File: src/rtl/imm_gen_pkg.sv
// Shared types for the immediate-generation stage:
// format codes, RV32IM opcodes and the decoded field bundle.
package imm_gen_pkg;

  typedef enum logic [2:0] {
    FMT_R,
    FMT_I,
    FMT_S,
    FMT_B,
    FMT_U,
    FMT_J,
    FMT_NONE
  } fmt_e;

  localparam logic [6:0] OPC_LUI     = 7'b0110111;
  localparam logic [6:0] OPC_AUIPC   = 7'b0010111;
  localparam logic [6:0] OPC_JAL     = 7'b1101111;
  localparam logic [6:0] OPC_JALR    = 7'b1100111;
  localparam logic [6:0] OPC_BRANCH  = 7'b1100011;
  localparam logic [6:0] OPC_LOAD    = 7'b0000011;
  localparam logic [6:0] OPC_STORE   = 7'b0100011;
  localparam logic [6:0] OPC_OPIMM   = 7'b0010011;
  localparam logic [6:0] OPC_OP      = 7'b0110011;
  localparam logic [6:0] OPC_SYSTEM  = 7'b1110011;
  localparam logic [6:0] OPC_MISCMEM = 7'b0001111;

  // The immediate travels beside this bundle because
  // its width follows XLEN.
  typedef struct packed {
    fmt_e       fmt;
    logic [6:0] opcode;
    logic [4:0] rd;
    logic [4:0] rs1;
    logic [4:0] rs2;
    logic [2:0] funct3;
    logic [6:0] funct7;
    logic       illegal;
  } dec_bundle_t;

  function automatic fmt_e opc_fmt(input logic [6:0] opc);
    fmt_e f;
    case (opc)
      OPC_LUI, OPC_AUIPC:  f = FMT_U;
      OPC_JAL:             f = FMT_J;
      OPC_JALR, OPC_LOAD,
      OPC_OPIMM,
      OPC_SYSTEM,
      OPC_MISCMEM:         f = FMT_I;
      OPC_STORE:           f = FMT_S;
      OPC_BRANCH:          f = FMT_B;
      OPC_OP:              f = FMT_R;
      default:             f = FMT_NONE;
    endcase
    return f;
  endfunction

endpackage

File: src/rtl/imm_decode.sv
// Combinational field split and immediate build.
// Ports: ins_i raw word; dec_o fields; imm_o sign-extended imm.
module imm_decode
  import imm_gen_pkg::*;
#(
  parameter int XLEN = 32
) (
  input  logic [31:0]     ins_i,
  output dec_bundle_t     dec_o,
  output logic [XLEN-1:0] imm_o
);

  fmt_e        fmt;
  logic [31:0] imm32;

  assign fmt = opc_fmt(ins_i[6:0]);

  always_comb begin
    dec_o         = '0;
    dec_o.fmt     = fmt;
    dec_o.opcode  = ins_i[6:0];
    dec_o.rd      = ins_i[11:7];
    dec_o.rs1     = ins_i[19:15];
    dec_o.rs2     = ins_i[24:20];
    dec_o.funct3  = ins_i[14:12];
    dec_o.funct7  = ins_i[31:25];
    dec_o.illegal = (fmt == FMT_NONE);
  end

  always_comb begin
    imm32 = '0;
    unique case (1'b1)
      (fmt == FMT_I):
        imm32 = {{20{ins_i[31]}}, ins_i[31:20]};
      (fmt == FMT_S):
        imm32 = {{20{ins_i[31]}}, ins_i[31:25],
                 ins_i[11:7]};
      (fmt == FMT_B):
        imm32 = {{19{ins_i[31]}}, ins_i[31], ins_i[7],
                 ins_i[30:25], ins_i[11:8], 1'b0};
      (fmt == FMT_U):
        imm32 = {ins_i[31:12], 12'b0};
      (fmt == FMT_J):
        imm32 = {{11{ins_i[31]}}, ins_i[31],
                 ins_i[19:12], ins_i[20],
                 ins_i[30:21], 1'b0};
      default:
        imm32 = '0;
    endcase
  end

  // Bit 31 of every 32-bit immediate already carries
  // the sign, so wider XLEN just replicates it.
  generate
    if (XLEN > 32) begin : g_ext
      assign imm_o = {{(XLEN-32){imm32[31]}}, imm32};
    end else begin : g_noext
      assign imm_o = imm32;
    end
  endgenerate

endmodule

File: src/rtl/imm_gen_pipe.sv
// Registered valid/ready immediate-generation stage.
// Ports: in_* handshake + word; out_* handshake + decoded fields.
module imm_gen_pipe
  import imm_gen_pkg::*;
#(
  parameter int XLEN = 32,
  parameter int SKID = 1
) (
  input  logic            clk,
  input  logic            rst,
  input  logic            in_valid,
  output logic            in_ready,
  input  logic [31:0]     in_ins,
  output logic            out_valid,
  input  logic            out_ready,
  output logic [XLEN-1:0] out_imm,
  output logic [2:0]      out_fmt,
  output logic [6:0]      out_opcode,
  output logic [4:0]      out_rd,
  output logic [4:0]      out_rs1,
  output logic [4:0]      out_rs2,
  output logic [2:0]      out_funct3,
  output logic [6:0]      out_funct7,
  output logic            out_illegal
);

  dec_bundle_t     dec_in;
  logic [XLEN-1:0] imm_in;

  dec_bundle_t     out_q, out_d;
  dec_bundle_t     skid_q, skid_d;
  logic [XLEN-1:0] oimm_q, oimm_d;
  logic [XLEN-1:0] simm_q, simm_d;
  logic            ovld_q, ovld_d;
  logic            svld_q, svld_d;

  logic in_fire;
  logic load_out;

  imm_decode #(.XLEN(XLEN)) u_dec (
    .ins_i (in_ins),
    .dec_o (dec_in),
    .imm_o (imm_in)
  );

  // With the skid entry, ready depends only on state,
  // breaking the out_ready -> in_ready path.
  assign load_out = !ovld_q || out_ready;
  assign in_ready = (SKID != 0) ? !svld_q : load_out;
  assign in_fire  = in_valid && in_ready;

  always_comb begin
    out_d  = out_q;
    oimm_d = oimm_q;
    ovld_d = ovld_q;
    skid_d = skid_q;
    simm_d = simm_q;
    svld_d = svld_q;
    if (load_out) begin
      // A held skid word always drains first; in_ready
      // is low then, so no input competes with it.
      if (svld_q) begin
        out_d  = skid_q;
        oimm_d = simm_q;
        ovld_d = 1'b1;
        svld_d = 1'b0;
      end else if (in_fire) begin
        out_d  = dec_in;
        oimm_d = imm_in;
        ovld_d = 1'b1;
      end else begin
        ovld_d = 1'b0;
      end
    end else if (in_fire) begin
      skid_d = dec_in;
      simm_d = imm_in;
      svld_d = 1'b1;
    end
  end

  always_ff @(posedge clk) begin
    if (rst) begin
      out_q  <= '0;
      oimm_q <= '0;
      ovld_q <= 1'b0;
      skid_q <= '0;
      simm_q <= '0;
      svld_q <= 1'b0;
    end else begin
      out_q  <= out_d;
      oimm_q <= oimm_d;
      ovld_q <= ovld_d;
      skid_q <= skid_d;
      simm_q <= simm_d;
      svld_q <= svld_d;
    end
  end

  assign out_valid   = ovld_q;
  assign out_imm     = oimm_q;
  assign out_fmt     = out_q.fmt;
  assign out_opcode  = out_q.opcode;
  assign out_rd      = out_q.rd;
  assign out_rs1     = out_q.rs1;
  assign out_rs2     = out_q.rs2;
  assign out_funct3  = out_q.funct3;
  assign out_funct7  = out_q.funct7;
  assign out_illegal = out_q.illegal;

endmodule

File: config.mk
export PLATFORM = sky130hd
export DESIGN_NAME = imm_gen_pipe
export DESIGN_NICKNAME = d
export VERILOG_FILES = /design/src/rtl/imm_gen_pkg.sv /design/src/rtl/imm_decode.sv /design/src/rtl/imm_gen_pipe.sv
export SDC_FILE = /design/constraint.sdc
export NUM_CORES = 1
export LEC_CHECK = 0
export BUFFER_PORTS_ARGS = -buffer_cell sky130_fd_sc_hd__clkbuf_2
export CAP_MARGIN = 25
export CELL_PAD_IN_SITES_DETAIL_PLACEMENT = 1
export CELL_PAD_IN_SITES_GLOBAL_PLACEMENT = 1
export CORE_UTILIZATION = 42
export CTS_CLUSTER_DIAMETER = 40
export CTS_CLUSTER_SIZE = 12
export DETAILED_ROUTE_END_ITERATION = 10
export PLACE_DENSITY_LB_ADDON = 0.1
export SLEW_MARGIN = 20
export SYNTH_ARGS = -nofsm -noshare
export SYNTH_HDL_FRONTEND = slang
export SYNTH_SLANG_ARGS = --single-unit
export TNS_END_PERCENT = 30
File: constraint.sdc
create_clock -name clk -period 1.9 [get_ports clk]
set_input_delay 0.19 -clock clk [delete_from_list [all_inputs] [get_ports clk]]
set_output_delay 0.19 -clock clk [all_outputs]
set_load 0.01 [all_outputs]
==> results.toml <==
[synthesis]
ys_seq_elements = 138
yosys_warnings = 0
synth_cell_types = 57
synth_edf_count = 0
syn_inst = 695
ys_seq_area_share_pct = 45.9
async_flop_share_pct = 0
yosysTopAreaCell = "dfxtp_1"
netlist.area_leader.share_pct = 45.9
ys.flop_type = "dfxtp_1"
syn_nets = 731
synth.cell_area_sq_mm = 0.00601
synth.avg_cell_area_sq_um = 8.65
synth_top_cells_by_area = "dfxtp_1 46%, nand2_1 7.1%, mux2i_1 5.3%"

[timing]
grt_setup_unrepaired = "no"
setup_violations = 0
final.setup.tns_ns = 0
worstMarginPinSlew_ns = 0.645
fin_skew_ns = 0.00916
finalHoldViolCount = 0
fin_crit_ns = 1.71
min_period_over_period_pct = 90.2
relSlewSlack_pct = 56.7
whs_ns = 0.0297
setup_ws_ns = 0.185
final_max_slew_viol_count = 0
max_freq_mhz = 583

[cts]
cts_buffers = 17
cts_resized = 0
cts_max_level = 4
root_buffer = "clkbuf_16"
clk_pin_slew_ns = 0.06
hold_buffers = 0
postCtsSetupBuffers = 0
cts_tree = "yes"
cts.sinks = 138
clockBufferDepth = 2
insertion_delay_ns = 0.43

[run]
cap_viol_max_count = 0

[power]
ir_drop_mv = 0.606
p_leak_nw = 2.85
powerDensity_mw_per_mm2 = 986

[global_route]
grt_max_degree = 87
grt_overflow = 0
grt_busiest_layer = "met2"
grt_pass1_wl_um = 30900
grtUsageMet1_pct = 33.5
track_usage_pct = 27.3
grt_pass1_vias = 5862
antenna_found_initial = 0
gr-usage-met2_pct = 48.3
use_met3_pct = 4.96

[cells_and_area]
area_growth_syn_to_layout_pct = 25.2
n_antenna_cell = 0
fin_area_sq_mm = 0.00753
nFillCells = 1669
nets = 833
drive_above_1_share_pct = 25.3

[place]
place.detailed.hpwl_um = 13100
pre_cts_slack_ns = -0.0133
numPortBuffers = 105
gp_congestion = 0.883
dpl-instance-area_sq_mm = 0.00692

[detailed_routing]
wl_per_cell_um = 19.4
dr.pass1.iters = 5
drt-total-wl_um = 19200
drc = 0
vias_per_cell = 5.67
ant_nets = 0
num_vias = 5609
drt_iter0_drc = 286

[setup_path]
crit_path_start = "out_valid$_SDFFE_PP0P_"
worstReg2RegStart = "out_valid$_SDFFE_PP0P_"
critPathMaxStageDelay_ns = 0.32
required_ns = 2.19
r2r_setup_slack_ns = 0.19
worstSetupEndpointType = "register"
timing.rr.end = "simm_q[1]$_SDFFE_PP0P_"
crit_chain = "nor2b_2 > buf_4 > nand3_2 > buf_12 > a221oi_1 > nor3_1"
arrival_ns = 2.01
cp_slowest_cell = "dfxtp_1"
path_class = "register to register"
crit_path_start_kind = "register"
cp_max_fo = 19
ff2ff_path_depth = 6

[floorplanning]
fp.dieArea_sq_mm = 0.0148
initial_core_util_pct = 43.2
die_w_um = 122
num_rows = 43
ioPinCount = 106
fp.coreArea_sq_mm = 0.0139
dieHeight_um = 122

[outcome]
status = "complete, no violations"

[min_path]
timing.hold.worst_path_depth = 3
holdPathEnd = "skid_q[16]$_SDFFE_PP0P_"
hp-start = "in_ins[15]"
hold_class = "input pin to register"
## power by group
| group | switching (mW) | total (mW) | internal, mW |
|---|---|---|---|
| clock | 1.29 | 3.45 | 2.16 |
| combinational | 0.533 | 0.861 | 0.328 |
| sequential | 0.0787 | 3.11 | 3.04 |
## state kept, by name (all words and copies together), names as in the netlist
name	flops
out_fmt	3
out_rs2	5
svld_q	1
simm_q	32
out_illegal	1
out_funct7	7
out_imm	32
out_opcode	7
out_valid	1
out_rd	5
out_rs1	5
skid_q	36
out_funct3	3
## how the worst max path moves through the flow
stage                     depth (start not counted)                 endpoint  slack, ns
after floorplan                                   6  simm_q[20]$_SDFFE_PP0P_       0.29
after global placement                            8   simm_q[2]$_SDFFE_PP0P_       0.03
after detailed placement                          8   simm_q[2]$_SDFFE_PP0P_      -0.01
after CTS                                         6   simm_q[1]$_SDFFE_PP0P_       0.12
after global routing                              6   simm_q[3]$_SDFFE_PP0P_       0.06
final                                             6   simm_q[1]$_SDFFE_PP0P_       0.19
## cell usage in the layout (no fill, tap or decap), types with 19 or more instances in the layout
cell,netlist,layout
a311oi_1,19,19
mux2i_1,32,32
a21oi_1,48,48
clkbuf_2,0,104
nor2_1,74,73
nor3_1,22,21
nand2_1,114,114
dfxtp_1,138,137
a211oi_1,36,36
buf_4,1,34
nand3_1,20,19
## metrics by stage
stage	std cells	total power [mW]	utilization, %
after CTS	989	7.48	54.0
after detailed placement	958	4.03	49.6
after global placement	957	4.00	49.5
after floorplan	695	3.65	-
after global routing	989	7.69	54.0
final	989	7.42	54.0
## kinds of logic after synthesis
logic type | count (synthesis) | synth area share (%)
AO/OA/AOI/OAI | 187 | 23.6
flip-flops | 138 | 45.9
AND/OR/NAND/NOR | 270 | 20.2
XOR/XNOR | 1 | 0.146
multiplexers | 32 | 5.33
buffers and inverters | 67 | 4.76
## cell type report
| type | instances | area (sq um) | area share [%] |
|---|---|---|---|
| Sequential cell | 138 | 2760 | 36.7 |
| Clock buffer | 21 | 470 | 6.25 |
| Timing Repair Buffer | 146 | 927 | 12.3 |
| Inverter | 4 | 15.0 | 0.199 |
| Multi-Input combinational cell | 490 | 2990 | 39.7 |
| Clock inverter | 10 | 141 | 1.88 |
| Tap cell | 180 | 225 | 2.99 |
## Yosys cell counts (3+ instances only)
| cell | count |
|---|---|
| a211oi_1 | 36 |
| a21oi_1 | 48 |
| a221oi_1 | 15 |
| a221oi_2 | 10 |
| a311oi_1 | 19 |
| a31oi_1 | 3 |
| a32o_1 | 10 |
| and3_1 | 6 |
| buf_1 | 6 |
| buf_2 | 13 |
| clkbuf_1 | 41 |
| dfxtp_1 | 138 |
| mux2i_1 | 32 |
| nand2_1 | 114 |
| nand2b_1 | 14 |
| nand3_1 | 20 |
| nor2_1 | 74 |
| nor3_1 | 22 |
| o211ai_1 | 4 |
| o21ai_0 | 17 |
| o21ai_1 | 8 |
| or3b_1 | 3 |
## metal layers
| layer | wire, um | vias up | part of all wire, % |
|---|---|---|---|
| met3 | 646 | 24 | 3.4 |
| met1 | 8400 | 2755 | 44 |
| met5 | 0 | - | 0 |
| li1 | - | 2716 | - |
| met2 | 9880 | 114 | 52 |
| met4 | 241 | 0 | 1.3 |
## critical path: cells and delay by family, from the launching register on
family                 cells  cell delay (ns)
buffers and inverters      2             0.42
AOI/OAI and AO/OA          1             0.28
DFF                        1             0.32
and+or+nand+nor            3             0.56
No activity file was read; power rests on OpenSTA's default activity.
